--- src/rtl/wb_stage.sv ---
// MEM/WB pipeline register, write-back mux, register-file strobes, read bypass and halt state.
// Optional retired-instruction counter enabled by defining WB_RETIRE_COUNT_EN.
module wb_stage #(
  parameter int unsigned DATA_W   = 16,
  parameter int unsigned ADDR_W   = 4,
  parameter int unsigned NUM_REGS = 16
) (
  input  logic                clk,
  input  logic                rst,
  input  logic                stall,
  input  logic                flush,
  input  logic                in_valid,
  input  logic [ADDR_W-1:0]   in_rd,
  input  logic                in_reg_write,
  input  logic [1:0]          in_wb_sel,
  input  logic [DATA_W-1:0]   in_alu,
  input  logic [DATA_W-1:0]   in_mem,
  input  logic [DATA_W-1:0]   in_pc2,
  input  logic                in_halt,
  input  logic [ADDR_W-1:0]   rs1,
  input  logic [ADDR_W-1:0]   rs2,
  input  logic [DATA_W-1:0]   rf_rd1,
  input  logic [DATA_W-1:0]   rf_rd2,
  output logic [DATA_W-1:0]   write_data,
  output logic [NUM_REGS-1:0] write_reg,
  output logic [ADDR_W-1:0]   wb_rd,
  output logic                wb_we,
  output logic [DATA_W-1:0]   byp_rd1,
  output logic [DATA_W-1:0]   byp_rd2,
  output logic                halt
`ifdef WB_RETIRE_COUNT_EN
  ,
  output logic [15:0]         retired
`endif
);

  localparam logic [1:0] SEL_ALU = 2'd0;
  localparam logic [1:0] SEL_MEM = 2'd1;
  localparam logic [1:0] SEL_PC2 = 2'd2;

  typedef enum logic {
    RUN    = 1'b0,
    HALTED = 1'b1
  } state_t;

  typedef struct packed {
    logic              reg_write;
    logic [1:0]        wb_sel;
    logic [ADDR_W-1:0] rd;
    logic [DATA_W-1:0] alu;
    logic [DATA_W-1:0] mem;
    logic [DATA_W-1:0] pc2;
    logic              halt;
  } stage_t;

  stage_t st;
  stage_t st_in;
  state_t state;
  logic   valid;
  logic   done;
  logic   halt_now;

  assign st_in = '{reg_write: in_reg_write, wb_sel: in_wb_sel, rd: in_rd,
                   alu: in_alu, mem: in_mem, pc2: in_pc2, halt: in_halt};

  // A retiring HLT in its first WB cycle; also kills whatever follows it in MEM.
  assign halt_now = valid & st.halt & ~done & (state == RUN);

  // Stage register and halt FSM; done marks a stalled instruction that already wrote.
  always_ff @(posedge clk) begin
    if (rst) begin
      st    <= '0;
      valid <= 1'b0;
      done  <= 1'b0;
      state <= RUN;
    end else begin
      if (halt_now) state <= HALTED;
      if (flush) begin
        valid <= 1'b0;
        done  <= 1'b0;
      end else if (stall) begin
        done <= valid;
      end else if ((state == HALTED) || halt_now) begin
        valid <= 1'b0;
      end else begin
        st    <= st_in;
        valid <= in_valid;
        done  <= 1'b0;
      end
    end
  end

  always_comb begin
    write_data = st.alu;
    case (st.wb_sel)
      SEL_MEM: write_data = st.mem;
      SEL_PC2: write_data = st.pc2;
      default: write_data = st.alu;
    endcase
  end

  assign wb_we = valid & st.reg_write & ~st.halt & ~done & (st.rd != '0) & (state == RUN);
  assign wb_rd = st.rd;
  assign halt  = (state == HALTED);

  always_comb begin
    write_reg = '0;
    for (int i = 1; i < NUM_REGS; i++) begin
      write_reg[i] = wb_we & (st.rd == ADDR_W'(i));
    end
  end

  // Same-cycle bypass; wb_we is never set for R0, so rs==0 reads the raw bitlines.
  assign byp_rd1 = (wb_we && (rs1 == st.rd)) ? write_data : rf_rd1;
  assign byp_rd2 = (wb_we && (rs2 == st.rd)) ? write_data : rf_rd2;

`ifdef WB_RETIRE_COUNT_EN
  always_ff @(posedge clk) begin
    if (rst) begin
      retired <= '0;
    end else if (valid && !done && (state == RUN)) begin
      retired <= retired + 16'd1;
    end
  end
`endif

endmodule

--- config.mk ---
export PLATFORM = sky130hd
export DESIGN_NAME = wb_stage
export DESIGN_NICKNAME = d
export VERILOG_FILES = /design/src/rtl/wb_stage.sv
export SDC_FILE = /design/constraint.sdc
export NUM_CORES = 1
export LEC_CHECK = 0
export CORE_UTILIZATION = 40
export CTS_CLUSTER_DIAMETER = 150
export DETAILED_ROUTE_END_ITERATION = 16
export GPL_ROUTABILITY_DRIVEN = 1
export PLACE_DENSITY = 0.82
export SLEW_MARGIN = 20
export SYNTH_ARGS = -nofsm -noshare
export SYNTH_HDL_FRONTEND = slang
export SYNTH_SLANG_ARGS = --single-unit
export TNS_END_PERCENT = 10
--- constraint.sdc ---
create_clock -name clk -period 3.4 [get_ports clk]
set_input_delay 0.68 -clock clk [delete_from_list [all_inputs] [get_ports clk]]
set_output_delay 0.68 -clock clk [all_outputs]
set_load 0.01 [all_outputs]
=== Yosys cells after proc, flatten, opt, wreduce, memory -nomap -nowiden ===
Index checks and enable logic that the tools add are counted.

* Bits in registers: 59
* Bits of input ports: 101
* Output and inout port bits: 70

* Eq/ne operators: 20
* Muxes and demuxes: 6
* Bitwise gates (word level): 29
* Reduce and logical (&&, ||, !) cells: 6

{| class="wikitable"
|+ Operators with widths
! kind !! number
|-
| == test 4 bit, second input constant || 8
|-
| 2-to-1 mux 16 bit || 2
|-
| one-hot mux 16 bit (2 select lines) || 1
|-
| AND 1 bit || 23
|-
| == test 4 x 3 -> 1 bit, second input constant || 4
|-
| == test 4 x 2 -> 1 bit, second input constant || 2
|-
| == test 4 bit || 2
|-
| NOT 1 bit || 6
|-
| == test 4 x 1 -> 1 bit, second input constant || 1
|-
| nonzero test 4 bit || 1
|-
| 2-to-1 mux 1 bit || 3
|-
| AND reduction 3 bit || 1
|-
| == test 2 x 1 -> 1 bit, second input constant || 1
|-
| == test 2 bit, second input constant || 1
|-
| logical AND 1 bit || 2
|-
| != test 2 bit, second input constant || 1
|-
| OR reduction 2 bit || 1
|-
| logical OR 1 bit || 1
|}

=== Depth between registers and ports, before layout ===
* Depth after elaboration: 7
* Mapped depth: 7
* Mapped depth without buffers: 5

=== Worst setup path before layout ===
No wires, ideal clock.

* Path kind: in2out
* Start: input port rs1[2]
* End: output port byp_rd1[10]
* Arrival: 1.631 ns
* Required time: 2.720 ns
* Setup slack: 1.089 ns
* Cell stages on the path: 5
* Buffers on the path: 1
* Cells stage by stage: xnor2_1 nand4_1 nor2_4 buf_12 mux2_4

* Longest elaborated chain between the ends: 3

{| class="wikitable"
|+ RTL lines
! item !! RTL line !! source
|-
| start, declared || 20 || <nowiki>input logic [ADDR_W-1:0] rs1,</nowiki>
|-
| == test 4 bit || 114 || <nowiki>assign byp_rd1 = (wb_we && (rs1 == st.rd)) ? write_data : rf_rd1;</nowiki>
|-
| logical AND 1 bit || 114 ||
|-
| 2-to-1 mux 16 bit || 114 ||
|-
| end, declared || 28 || <nowiki>output logic [DATA_W-1:0] byp_rd1,</nowiki>
|}

Every way passes these cells.

=== Worst setup path in the final report ===
* Start: input port rs2[1]
* End: output port byp_rd2[2]

* Longest elaborated chain between the ends: 3

{| class="wikitable"
|+ RTL lines
! item !! RTL line !! source
|-
| start, declared || 21 || <nowiki>input logic [ADDR_W-1:0] rs2,</nowiki>
|-
| == test 4 bit || 115 || <nowiki>assign byp_rd2 = (wb_we && (rs2 == st.rd)) ? write_data : rf_rd2;</nowiki>
|-
| logical AND 1 bit || 115 ||
|-
| 2-to-1 mux 16 bit || 115 ||
|-
| end, declared || 29 || <nowiki>output logic [DATA_W-1:0] byp_rd2,</nowiki>
|}

Every way passes these cells.

==> metrics.md <==
| Metric | Value |
|---|---|
| Row cnt | `31` |
| Clk_lat worst skew | `0.33 ns` |
| Core area | `7450 um^2` |
| Compound-cell area share of the yosys netlist | `15.6%` |
| Simple-gate share of the synthesized area | `22.9%` |
| Top cell type by total area after synthesis | `dfxtp_1` |
| EDFF count, synth | `0` |
| Setup ws final | `0.109 ns` |
| Post-DP Area | `4860 um^2` |
| All-Layer GR Usage | `23.6%` |
| Setup bufs post-CTS | `0` |
| DIE WIDTH | `90.8 um` |
| Via density | `4.96` |
| Post-layout util | `68.0%` |
| Req. time, crit path | `2.72 ns` |
| Crit path capture type | `output port` |
| Pin count of the biggest net entering global routing | `60` |
| Slew @ Worst Pin | `1.06 ns` |
| CP Class | `input port to output port` |
| Clk pwr share | `37.0%` |
| Final wirelength | `9730 um` |
| Synth top cells by count | `nand2_1 (131), dfxtp_1 (59), a21oi_1 (57), clkbuf_1 (21), mux2_4 (20)` |
| Largest family of logic cells by synthesized area | `simple AND/OR/NAND/NOR gates` |
| Global-route track usage on met2 | `39.6%` |
| PD cells | `345 nW/um^2` |
| Multiplexer share of the synthesized area | `13.8%` |
| Logic pwr share | `20.3%` |
| CTS tree | `done` |
| R2R depth | `5` |
| Clock Skews | `0.00701 ns` |
| Setup-failing EPs final | `0` |
| Final min period | `3.29 ns` |
| Post-Synth XOR/XNOR Area | `2.22%` |
| Vias | `3264` |
| Reg clk slew, reported paths | `0.06 ns` |
| Die Y | `90.8 um` |
| Synth top area share | `37.5%` |
| Post-CTS Resized | `0` |
| Post-layout instance area | `5060 um^2` |
| Fmax | `0.304 GHz` |
| Post-Syn Nets | `505` |
| CTS Root Cell | `clkbuf_8` |
| Vias in the first global route | `3022` |
| CP Max Fanout | `5` |
| Port Buf Inserts | `169` |
| Drt drc | `0` |
| Yosys reg bits | `59` |
| Total of warnings raised by yosys | `0` |
| Relative slew slack | `29.2%` |
| WL/cell | `14.8 um` |
| Pre-Repair DR Iteration Count | `4` |
| Status | `finished, final reports clean` |
| Crit path DAT | `2.61 ns` |
| GR Util met1 | `30.4%` |
| Peak supply drop | `237 uV` |
| Count leader, synth | `nand2_1` |
| Register area | `1180 um^2` |
| Maximum root-to-sink buffer count | `2` |
| Sequential Power Share | `42.7%` |
| Total grt overflow | `0` |
| # clock sinks | `59` |
| H-tree depth | `3` |
| Adder-cell area share of the yosys netlist | `0.794%` |
| Ys async rst share | `0%` |
| Post-synthesis sequential area ratio | `37.5%` |
| Share of post-route cells with drive strength above 1 | `11.6%` |
| DIE AREA | `8240 um^2` |
| Initial Utilization | `42.3%` |
| Top area cells in the synthesized netlist | `dfxtp_1 (37%), nand2_1 (16%), mux2_4 (9.5%), a21oi_1 (9.1%), mux2_2 (4.3%)` |
| Hold Path Class | `register to register` |
| Ant diodes | `0` |
| Int Power | `1310 uW` |
| Met3 usage in global routing | `4.12%` |
| Worst Setup Start Kind | `input port` |
| Hpwl dp | `7300 um` |
| Syn Std Cell Area | `3150 um^2` |
| Setup TNS | `0 ns` |
| Post-Syn Area per Cell | `7.84 um^2` |
| Place WS | `0.105 ns` |
| Hold Crit Depth | `2` |
| Static Leak | `0.00179 uW` |
| Placer Congestion | `0.861` |
| Post-route ant nets | `0` |
| DR iter-0 viols | `147` |
| FILL cells | `659` |
| Area Growth Syn to Fin | `60.7%` |
| Top Usage Layer GRT | `met2` |
| Slew Limit Fails | `0` |
| Global-route wire length before repair | `15300 um` |
| Period Utilization, post-route | `96.8%` |
| Net Switching | `435 uW` |
| Max Cap Viol | `0` |
| Gate Count Post-Synth | `402` |
| Multi-input gate area | `1760 um^2` |
| Initial antenna violation count | `0` |
| RSZ-0062 raised after global routing | `false` |
| Final hold viol count | `0` |
| Switching part of the total | `24.9%` |
| Hold buffers post-CTS | `0` |
| Ys flop type | `dfxtp_1` |
| Synth unique cells | `31` |
| Num CTS Buffers | `9` |
| Nets | `658` |
| Ports | `171` |
-- sequential cells by signal, summed over array words and instances (netlist names) --
| name | flops |
|---|---|
| halt | 1 |
| st | 52 |
| wb_rd | 4 |
| valid | 1 |
| done | 1 |
-- path summary, 6_finish.rpt --
| check | from | to | slack, ns |
|---|---|---|---|
| hold / removal | st[45] | st[45] | 0.46 |
| hold reg to reg | st[45] | st[45] | 0.46 |
| setup reg to reg | done | st[16] | 1.56 |
| setup / recovery | rs2[1] | byp_rd2[2] | 0.11 |
-- placed cells by master (no fill, tap or decap), drive strengths merged --
| cell type | netlist | routed |
|---|---|---|
| nand2b | 2 | 2 |
| and3b | 1 | 1 |
| clkdlybuf4s50 | 0 | 168 |
| nor4 | 1 | 1 |
| xnor2 | 8 | 8 |
| clkinvlp | 0 | 2 |
| bufinv | 0 | 1 |
| or4 | 2 | 2 |
| nand3b | 2 | 2 |
| o21ai | 16 | 16 |
| nor2b | 1 | 1 |
| nand2 | 131 | 131 |
| buf | 16 | 11 |
| nor3 | 6 | 6 |
| a21oi | 57 | 57 |
| nand4 | 3 | 3 |
| inv | 3 | 3 |
| dfxtp | 59 | 59 |
| a22oi | 17 | 17 |
| clkinv | 0 | 1 |
| mux2 | 32 | 32 |
| clkbuf | 21 | 11 |
| and3 | 1 | 1 |
| nor2 | 19 | 19 |
| conb | 1 | 1 |
| ha | 2 | 2 |
| nand3 | 1 | 1 |
-- final cells by class --
type / instances / share of cell area (%)
well taps: 99 / 2.45
repair buffers: 179 / 35.3
flip-flops and latches: 59 / 23.3
clock inverters: 4 / 0.989
clock buffers: 11 / 2.99
multi-input cells: 303 / 34.7
inverters: 3 / 0.222
-- worst max-delay path, cell delays in order --
cell and delay [ns]:
clkdlybuf4s50_1 0.48, xnor2_1 0.14, nand4_1 0.16, nor2_4 0.17, buf_4 0.17, mux2_2 0.33, clkdlybuf4s50_1 0.48
-- metrics by stage --
stage               instances  hold WS [ns]  total power [uW]
finish                    658         0.455              1750
global route              658         0.476              1830
CTS                       658         0.456              1760
detailed placement        643         0.447              1120
global placement          643         0.442              1110
floorplan                 402         0.436               911
-- cell families (layout without fill, tap and decap cells) --
group                    after synthesis  count (layout)
AO/OA/AOI/OAI                         90              90
XOR/XNOR                               8               8
adder cells (fa/ha/maj)                2               2
buffers and inverters                 40             197
flip-flops                            59              59
multiplexers                          32              32
other                                  1               1
AND/OR/NAND/NOR                      170             170
-- power groups by stage --
stage          logic [uW]  clock network, uW  registers, uW
3_3_place_gp          347                  0            759
2_1_floorplan         160                  0            751
5_1_grt               383                694            750
3_5_place_dp          354                  0            761
4_1_cts               356                659            746
6_report              354                646            746
-- per-layer routing --
| layer | vias up | part of all wire, % |
|---|---|---|
| li1 | 1641 | - |
| met5 | - | 0 |
| met4 | 0 | 1.3 |
| met1 | 1526 | 46 |
| met2 | 87 | 49 |
| met3 | 10 | 4.0 |
(Power assumes the default switching activity.)
